[config.mk]
export PLATFORM = sky130hd
export DESIGN_NAME = mem_port_arbiter
export DESIGN_NICKNAME = d
export VERILOG_FILES = /design/src/rtl/mem_port_arbiter.sv
export SDC_FILE = /design/constraint.sdc
export NUM_CORES = 2
export LEC_CHECK = 0
export BUFFER_PORTS_ARGS = -buffer_cell sky130_fd_sc_hd__buf_2
export CORE_AREA = 2 2 339 341
export CTS_CLUSTER_SIZE = 28
export DETAILED_ROUTE_END_ITERATION = 12
export DIE_AREA = 0 0 341 343
export SLEW_MARGIN = 0
export SYNTH_ARGS = -nofsm -noshare
export SYNTH_HDL_FRONTEND = slang
export SYNTH_SLANG_ARGS = --single-unit
[constraint.sdc]
create_clock -name i_clk -period 46.6 [get_ports i_clk]
set_clock_uncertainty 0.05 [all_clocks]
set_input_delay 4.66 -clock i_clk [delete_from_list [all_inputs] [get_ports i_clk]]
set_output_delay 4.66 -clock i_clk [all_outputs]
set_load 0.005 [all_outputs]
[src/rtl/mem_port_arbiter.sv]
// mem_port_arbiter
//
// Shares the single main-memory port between the I-cache (port A) and the
// D-cache (port B) controllers. Each side fires one-cycle read/write pulses,
// which are parked in a per-port pending register until the memory port is
// free. Grants alternate round-robin when both sides are waiting. Only one
// memory transaction is in flight at a time. A response timeout forces
// completion of a stuck transaction and flags it on o_error.
//
// Ports:
//   i_clk, i_rst                      clock, asynchronous active-high reset
//   i_a_read, i_a_write               port A request pulses (write wins if both)
//   i_a_addr, i_a_wdata               port A line address / write data
//   o_a_rdata, o_a_resp               port A read data and completion pulse
//   i_b_* / o_b_*                     same as port A, for port B
//   o_mem_read, o_mem_write           one-cycle memory command pulses
//   o_mem_addr, o_mem_wdata           held from the command until completion
//   i_mem_rdata, i_mem_resp           memory completion and its read data
//   o_error                           one-cycle pulse on timeout or overrun
module mem_port_arbiter #(
    parameter int ADDR_W  = 32,
    parameter int LINE_W  = 128,
    parameter int TIMEOUT = 255
) (
    input  logic              i_clk,
    input  logic              i_rst,
    input  logic              i_a_read,
    input  logic              i_a_write,
    input  logic [ADDR_W-1:0] i_a_addr,
    input  logic [LINE_W-1:0] i_a_wdata,
    output logic [LINE_W-1:0] o_a_rdata,
    output logic              o_a_resp,
    input  logic              i_b_read,
    input  logic              i_b_write,
    input  logic [ADDR_W-1:0] i_b_addr,
    input  logic [LINE_W-1:0] i_b_wdata,
    output logic [LINE_W-1:0] o_b_rdata,
    output logic              o_b_resp,
    output logic              o_mem_read,
    output logic              o_mem_write,
    output logic [ADDR_W-1:0] o_mem_addr,
    output logic [LINE_W-1:0] o_mem_wdata,
    input  logic [LINE_W-1:0] i_mem_rdata,
    input  logic              i_mem_resp,
    output logic              o_error
);

    // A zero TIMEOUT disables the timer, but the counter still needs one bit.
    localparam int TW      = (TIMEOUT > 0) ? $clog2(TIMEOUT + 1) : 1;
    localparam int TLIM_I  = (TIMEOUT > 0) ? TIMEOUT - 1 : 0;
    localparam logic [TW-1:0] TLIM = TW'(TLIM_I);

    localparam logic PORT_A = 1'b0;
    localparam logic PORT_B = 1'b1;

    typedef enum logic {
        ST_IDLE = 1'b0,
        ST_WAIT = 1'b1
    } arbState_t;

    arbState_t         r_state;
    arbState_t         w_stateNext;
    logic              r_cur;
    logic              w_curNext;
    logic              r_lastGrant;
    logic              w_lastGrantNext;
    logic [TW-1:0]     r_timer;
    logic [TW-1:0]     w_timerNext;

    logic              r_aPendV;
    logic              r_aPendWr;
    logic [ADDR_W-1:0] r_aPendAddr;
    logic [LINE_W-1:0] r_aPendWdata;
    logic              r_bPendV;
    logic              r_bPendWr;
    logic [ADDR_W-1:0] r_bPendAddr;
    logic [LINE_W-1:0] r_bPendWdata;

    logic              r_memRead;
    logic              r_memWrite;
    logic [ADDR_W-1:0] r_memAddr;
    logic [LINE_W-1:0] r_memWdata;
    logic              r_aResp;
    logic              r_bResp;
    logic [LINE_W-1:0] r_aRdata;
    logic [LINE_W-1:0] r_bRdata;
    logic              r_error;

    logic              w_memReadNext;
    logic              w_memWriteNext;
    logic [ADDR_W-1:0] w_memAddrNext;
    logic [LINE_W-1:0] w_memWdataNext;
    logic              w_aRespNext;
    logic              w_bRespNext;
    logic [LINE_W-1:0] w_aRdataNext;
    logic [LINE_W-1:0] w_bRdataNext;
    logic              w_errorNext;

    logic              w_aDone;
    logic              w_bDone;
    logic              w_grantB;
    logic              w_timeoutHit;
    logic [LINE_W-1:0] w_cplData;
    logic              w_aPulse;
    logic              w_bPulse;
    logic              w_aOverrun;
    logic              w_bOverrun;

    assign w_aPulse = i_a_read | i_a_write;
    assign w_bPulse = i_b_read | i_b_write;

    // A pulse landing on the edge its own port completes is still accepted.
    assign w_aOverrun  = w_aPulse & r_aPendV & ~w_aDone;
    assign w_bOverrun  = w_bPulse & r_bPendV & ~w_bDone;
    assign w_errorNext = w_timeoutHit | w_aOverrun | w_bOverrun;

    // Pending request registers; a new capture takes priority over the clear.
    always_ff @(posedge i_clk or posedge i_rst) begin
        if (i_rst) begin
            r_aPendV     <= 1'b0;
            r_aPendWr    <= 1'b0;
            r_aPendAddr  <= '0;
            r_aPendWdata <= '0;
            r_bPendV     <= 1'b0;
            r_bPendWr    <= 1'b0;
            r_bPendAddr  <= '0;
            r_bPendWdata <= '0;
        end else begin
            if (w_aPulse && (!r_aPendV || w_aDone)) begin
                r_aPendV     <= 1'b1;
                r_aPendWr    <= i_a_write;
                r_aPendAddr  <= i_a_addr;
                r_aPendWdata <= i_a_wdata;
            end else if (w_aDone) begin
                r_aPendV <= 1'b0;
            end
            if (w_bPulse && (!r_bPendV || w_bDone)) begin
                r_bPendV     <= 1'b1;
                r_bPendWr    <= i_b_write;
                r_bPendAddr  <= i_b_addr;
                r_bPendWdata <= i_b_wdata;
            end else if (w_bDone) begin
                r_bPendV <= 1'b0;
            end
        end
    end

    // Next-state and next-output logic. All outputs are registered, so this
    // block computes what they become on the coming edge.
    always_comb begin
        w_stateNext     = r_state;
        w_curNext       = r_cur;
        w_lastGrantNext = r_lastGrant;
        w_timerNext     = r_timer;
        w_memReadNext   = 1'b0;
        w_memWriteNext  = 1'b0;
        w_memAddrNext   = r_memAddr;
        w_memWdataNext  = r_memWdata;
        w_aRespNext     = 1'b0;
        w_bRespNext     = 1'b0;
        w_aRdataNext    = r_aRdata;
        w_bRdataNext    = r_bRdata;
        w_aDone         = 1'b0;
        w_bDone         = 1'b0;
        w_grantB        = 1'b0;
        w_timeoutHit    = 1'b0;
        w_cplData       = '0;

        case (r_state)
            ST_IDLE: begin
                if (r_aPendV || r_bPendV) begin
                    // On a tie, B wins only if A had the previous grant.
                    w_grantB  = r_bPendV && (!r_aPendV || (r_lastGrant == PORT_A));
                    w_curNext = w_grantB ? PORT_B : PORT_A;
                    if (w_grantB) begin
                        w_memWriteNext = r_bPendWr;
                        w_memReadNext  = ~r_bPendWr;
                        w_memAddrNext  = r_bPendAddr;
                        w_memWdataNext = r_bPendWdata;
                    end else begin
                        w_memWriteNext = r_aPendWr;
                        w_memReadNext  = ~r_aPendWr;
                        w_memAddrNext  = r_aPendAddr;
                        w_memWdataNext = r_aPendWdata;
                    end
                    w_timerNext = '0;
                    w_stateNext = ST_WAIT;
                end
            end
            ST_WAIT: begin
                w_timeoutHit = (TIMEOUT != 0) && !i_mem_resp && (r_timer == TLIM);
                if (i_mem_resp || w_timeoutHit) begin
                    w_cplData = i_mem_resp ? i_mem_rdata : '0;
                    if (r_cur == PORT_A) begin
                        w_aDone      = 1'b1;
                        w_aRespNext  = 1'b1;
                        w_aRdataNext = w_cplData;
                    end else begin
                        w_bDone      = 1'b1;
                        w_bRespNext  = 1'b1;
                        w_bRdataNext = w_cplData;
                    end
                    w_lastGrantNext = r_cur;
                    w_stateNext     = ST_IDLE;
                end else if (r_timer != '1) begin
                    w_timerNext = r_timer + TW'(1);
                end
            end
            default: w_stateNext = ST_IDLE;
        endcase
    end

    // State and output registers. last_grant resets to B so A wins the first tie.
    always_ff @(posedge i_clk or posedge i_rst) begin
        if (i_rst) begin
            r_state     <= ST_IDLE;
            r_cur       <= PORT_A;
            r_lastGrant <= PORT_B;
            r_timer     <= '0;
            r_memRead   <= 1'b0;
            r_memWrite  <= 1'b0;
            r_memAddr   <= '0;
            r_memWdata  <= '0;
            r_aResp     <= 1'b0;
            r_bResp     <= 1'b0;
            r_aRdata    <= '0;
            r_bRdata    <= '0;
            r_error     <= 1'b0;
        end else begin
            r_state     <= w_stateNext;
            r_cur       <= w_curNext;
            r_lastGrant <= w_lastGrantNext;
            r_timer     <= w_timerNext;
            r_memRead   <= w_memReadNext;
            r_memWrite  <= w_memWriteNext;
            r_memAddr   <= w_memAddrNext;
            r_memWdata  <= w_memWdataNext;
            r_aResp     <= w_aRespNext;
            r_bResp     <= w_bRespNext;
            r_aRdata    <= w_aRdataNext;
            r_bRdata    <= w_bRdataNext;
            r_error     <= w_errorNext;
        end
    end

    assign o_mem_read  = r_memRead;
    assign o_mem_write = r_memWrite;
    assign o_mem_addr  = r_memAddr;
    assign o_mem_wdata = r_memWdata;
    assign o_a_resp    = r_aResp;
    assign o_b_resp    = r_bResp;
    assign o_a_rdata   = r_aRdata;
    assign o_b_rdata   = r_bRdata;
    assign o_error     = r_error;

endmodule

Word-level counts from Yosys, hierarchy flattened. Index checks and enable logic that the tools add are counted.

Register bits after elaboration: 756. Bits of input ports: 455. Output and inout bits: 421. Logic and storage cells: 89.

$add $sub $neg: 1. Equality and inequality tests: 5. Mux-type cells: 28. Bitwise operators: 15. Reduce and logical (&&, ||, !) cells: 19.

Operators by type and width (count): $mux W128 (2); $mux W32 (1); $mux W8 (3); $mux W1 (20); $pmux W8 S2 (1); $reduce_and A3 Y1 (3); $add A8 B1 Y8 const B (1); $eq A8 B8 Y1 const B (1); $ne A8 B8 Y1 const B (1); $not A1 Y1 (7); $logic_or A1 B1 Y1 (5); $and A1 B1 Y1 (4); $logic_and A1 B1 Y1 (4); $ne A2 B2 Y1 const B (2); $or A1 B1 Y1 (4); $reduce_and A2 Y1 (2); $reduce_bool A2 Y1 (2); $logic_not A1 Y1 (3); $ne A2 B1 Y1 const B (1); $pmux W1 S2 (1).

Longest topological paths before layout.
Word-level depth: 9. Mapped depth: 9. Depth with buffers taken out: 6.

Worst setup path after synthesis. No wires, ideal clock.

Path type: input-to-reg. Start: in i_mem_resp. End: reg r_bPendWdata[0]. Library setup time: 125 ps. Data arrival time: 5973 ps. Data required time: 46425 ps. Slack: 40452 ps. Cell stages on the path: 7. Buffers on the path: 3. Cell sequence: clkbuf_1 -> nand3_1 -> a21oi_1 -> a21oi_1 -> buf_2 -> buf_2 -> mux2_2.

Longest elaborated chain between the ends: 7.

RTL lines: start: declaration (RTL line 44) `input logic i_mem_resp,`; $logic_not A1 Y1 (RTL line 191) `w_timeoutHit = (TIMEOUT != 0) && !i_mem_resp && (r_timer == TLIM);`; $logic_and A1 B1 Y1 (RTL line 191); $logic_or A1 B1 Y1 (*) (RTL line 192) `if (i_mem_resp || w_timeoutHit) begin`; $mux W1 (*) (RTL line 192); $mux W1 (*) (RTL line 169) `case (r_state)`; $logic_or A1 B1 Y1 (*) (RTL line 137) `if (w_bPulse && (!r_bPendV || w_bDone)) begin`; $logic_and A1 B1 Y1 (*) (RTL line 137); end signal: assignment (RTL line 141) `r_bPendWdata <= i_b_wdata;`; end: declaration (RTL line 77) `logic [LINE_W-1:0] r_bPendWdata;`.

Mark *: on every way between the ends. The rest lies on a longest branch, timed or not. A chain may end at the register's enable or synchronous reset.

==> out/metrics.cfg <==
[floorplanning]
fp.dieW_um = 341
initial_core_util_pct = 26.2
die_area_um2 = 117000
die-height_um = 343
io-pin-count = 876
design.core.area_um2 = 113000
std_cell_rows = 124

[synth]
synthTopCellsByArea = dfrtp_1 64%, mux2_2 8.3%, o21ai_0 7.0%
avgSynthCellArea_um2 = 12.8
yosys_warnings = 0
ys_seq_area_share_pct = 63.7
ys_types = 32
synthFlopType = dfrtp_1
yosys.area.top_type_share_pct = 63.7
syn_inst = 2324
syn_nets = 2781
ys_ff_latch = 756
synthArstFlopShare_pct = 100
yosysMostFrequentCell = dfrtp_1
syn_area_um2 = 29700
synth_commonest_cells = 755 x dfrtp_1, 415 x o21ai_0, 299 x nand2_1
synth_edf_count = 0
synth_top_area_cell = dfrtp_1

[detailed_routing]
vias = 21475
drc = 0
dr.first_iter.drc_count = 963
final_antenna_net_count = 0
viasPerCell = 4.54
first_pass_iters = 4
wl_um = 92900
wire_per_inst_um = 19.7

[setup_path]
arrival_ns = 8.78
critPathMaxFanout = 165
cp.required_ns = 47.18
endpoint_kind = asynchronous set/reset pin
r2r_slack_ns = 42.84
critPathLaunchType = input port
crit_type = in -> async

[clocking]
ctsResizeCount = 0
insertion_delay_ns = 0.64
clockRootBuffer = clkbuf_16
clockBufferDepth = 3
cts_tree = yes
cts_setup_buffers = 0
cts_max_level = 3
ctsHoldBuffers = 0
path_clk_slew_ns = 0.06
cts_sinks = 756
numCtsBuffers = 84

[timing]
tns_ns = 0
hold_viol_final = 0
slew_violations = 0
final.period_utilization_pct = 17.6
clock.fmax_ghz = 0.122
relSlewSlack_pct = 28.0
worst_slew_pin_slew_ns = 1.08
setup_violations = 0
rsz0062_at_grt = no
min_period_ns = 8.19
worst_slack_ns = 38.41

[final_layout]
final_nets = 3593
final_util_pct = 33.8
fin_area_um2 = 38400
num-fill-cells = 11456
final_cell_count_no_fill = 4729
drive_above_1_share_pct = 39.3
synthToLayoutAreaGrowth_pct = 29.2

[placement]
place_area_um2 = 35500
portBuffers = 875
place_congestion = 0.799
placedCellCount = 4562
place_ws_ns = 37.60
hpwlAfterDp_um = 63200

[global_routing]
busiest_layer = met2
grt_first_pass_wirelength_um = 137000
grt_max_degree = 228
use_met1_pct = 18.8
grt_pass1_vias = 21688
grt_use_total_pct = 15.3
gr-total-overflow = 0
met3_usage_pct = 4.64
antenna_found_initial = 29
grt_use_met2_pct = 24.9

[job]
max_cap_viol_count = 0

[min_path]
min_path_type = reg -> reg

[outcome]
status = finished clean

[pwr]
p_leak_nw = 18.4
cellPowerDensity_nw_per_um2 = 71.3
peakVddDrop_v = 0.0000481

[sequential cells by signal, indices dropped and copies added, names as in the netlist, 8 cells and up]
register	flops
r_aPendAddr	32
o_mem_addr	32
o_b_rdata	128
r_aPendWdata	128
r_bPendAddr	32
r_bPendWdata	128
r_timer	8
o_a_rdata	128
o_mem_wdata	128
[layer usage]
| layer | up-vias | routed length (um) |
|---|---|---|
| met5 | - | 141 |
| met4 | 24 | 3180 |
| met3 | 179 | 7220 |
| met2 | 749 | 44500 |
| met1 | 10658 | 37900 |
| li1 | 9865 | - |
[path summary, 6_finish.rpt]
path                            cells after the start          start           endpoint
max in group i_clk                                  5     i_mem_resp  r_aPendWdata[102]
worst max-delay path                                6          i_rst   o_mem_wdata[119]
worst min-delay path                                2  o_mem_addr[7]      o_mem_addr[7]
worst max register to register                      6        r_state   r_bPendWdata[90]
min in group asynchronous                           2          i_rst     o_mem_wdata[7]
worst min register to register                      2  o_mem_addr[7]      o_mem_addr[7]
[through the flow]
stage               total power [mW]  hold slack (ns)
detailed placement              2.08            0.415
global route                    2.91            0.444
floorplan                       1.67            0.405
CTS                             2.77            0.428
finish                          2.73            0.420
global placement                2.05            0.405
[cells in the final DEF (no fill, tap or decap), drive strengths merged, types with 2 or more instances in the layout]
cell      instances
dfrtp           755
and2              2
clkinvlp          2
nor2              8
o21ai           425
mux2            320
mux2i           161
inv              14
or4               3
nand2           299
buf             900
o2bb2ai         128
clkinv            8
o31ai             6
ha                2
nand3            10
diode            17
a21oi             5
nand2b            3
nor2b             2
bufinv            7
a32o              2
clkbuf          125
o211ai            5
[cell families (layout without fill, tap and decap cells)]
group / Yosys count / after routing / synth area share [%]
AND/OR/NAND/NOR: 329 / 329 / 4.32
buffers and inverters: 180 / 1056 / 2.76
flip-flops: 756 / 756 / 63.7
multiplexers: 481 / 481 / 17.6
other: 0 / 17 / 0
adder cells (fa/ha/maj): 2 / 2 / 0.0843
AO/OA/AOI/OAI: 576 / 576 / 11.5
[area by class of cell]
| cell class | count | area [um2] | share of cell area [%] |
|---|---|---|---|
| Sequential cell | 756 | 18900 | 49.3 |
| Clock buffer | 125 | 2450 | 6.38 |
| Clock inverter | 25 | 383 | 0.998 |
| Timing Repair Buffer | 900 | 4620 | 12.0 |
| Inverter | 6 | 30.0 | 0.0783 |
| Tap cell | 1512 | 1890 | 4.93 |
| Antenna cell | 17 | 42.5 | 0.111 |
| Multi-Input combinational cell | 1388 | 10000 | 26.1 |
[power breakdown]
| part | total, mW | internal, mW | switching (mW) |
|---|---|---|---|
| registers | 1.14 | 0.975 | 0.164 |
| clock network | 0.684 | 0.405 | 0.279 |
| logic | 0.911 | 0.420 | 0.491 |
[critical path, cell delays in order]
cell	delay (ns)
buf_2	0.13
inv_8	0.45
buf_12	0.59
buf_4	0.78
buf_4	0.78
buf_4	0.87
Power figures use the tool's default switching activity.
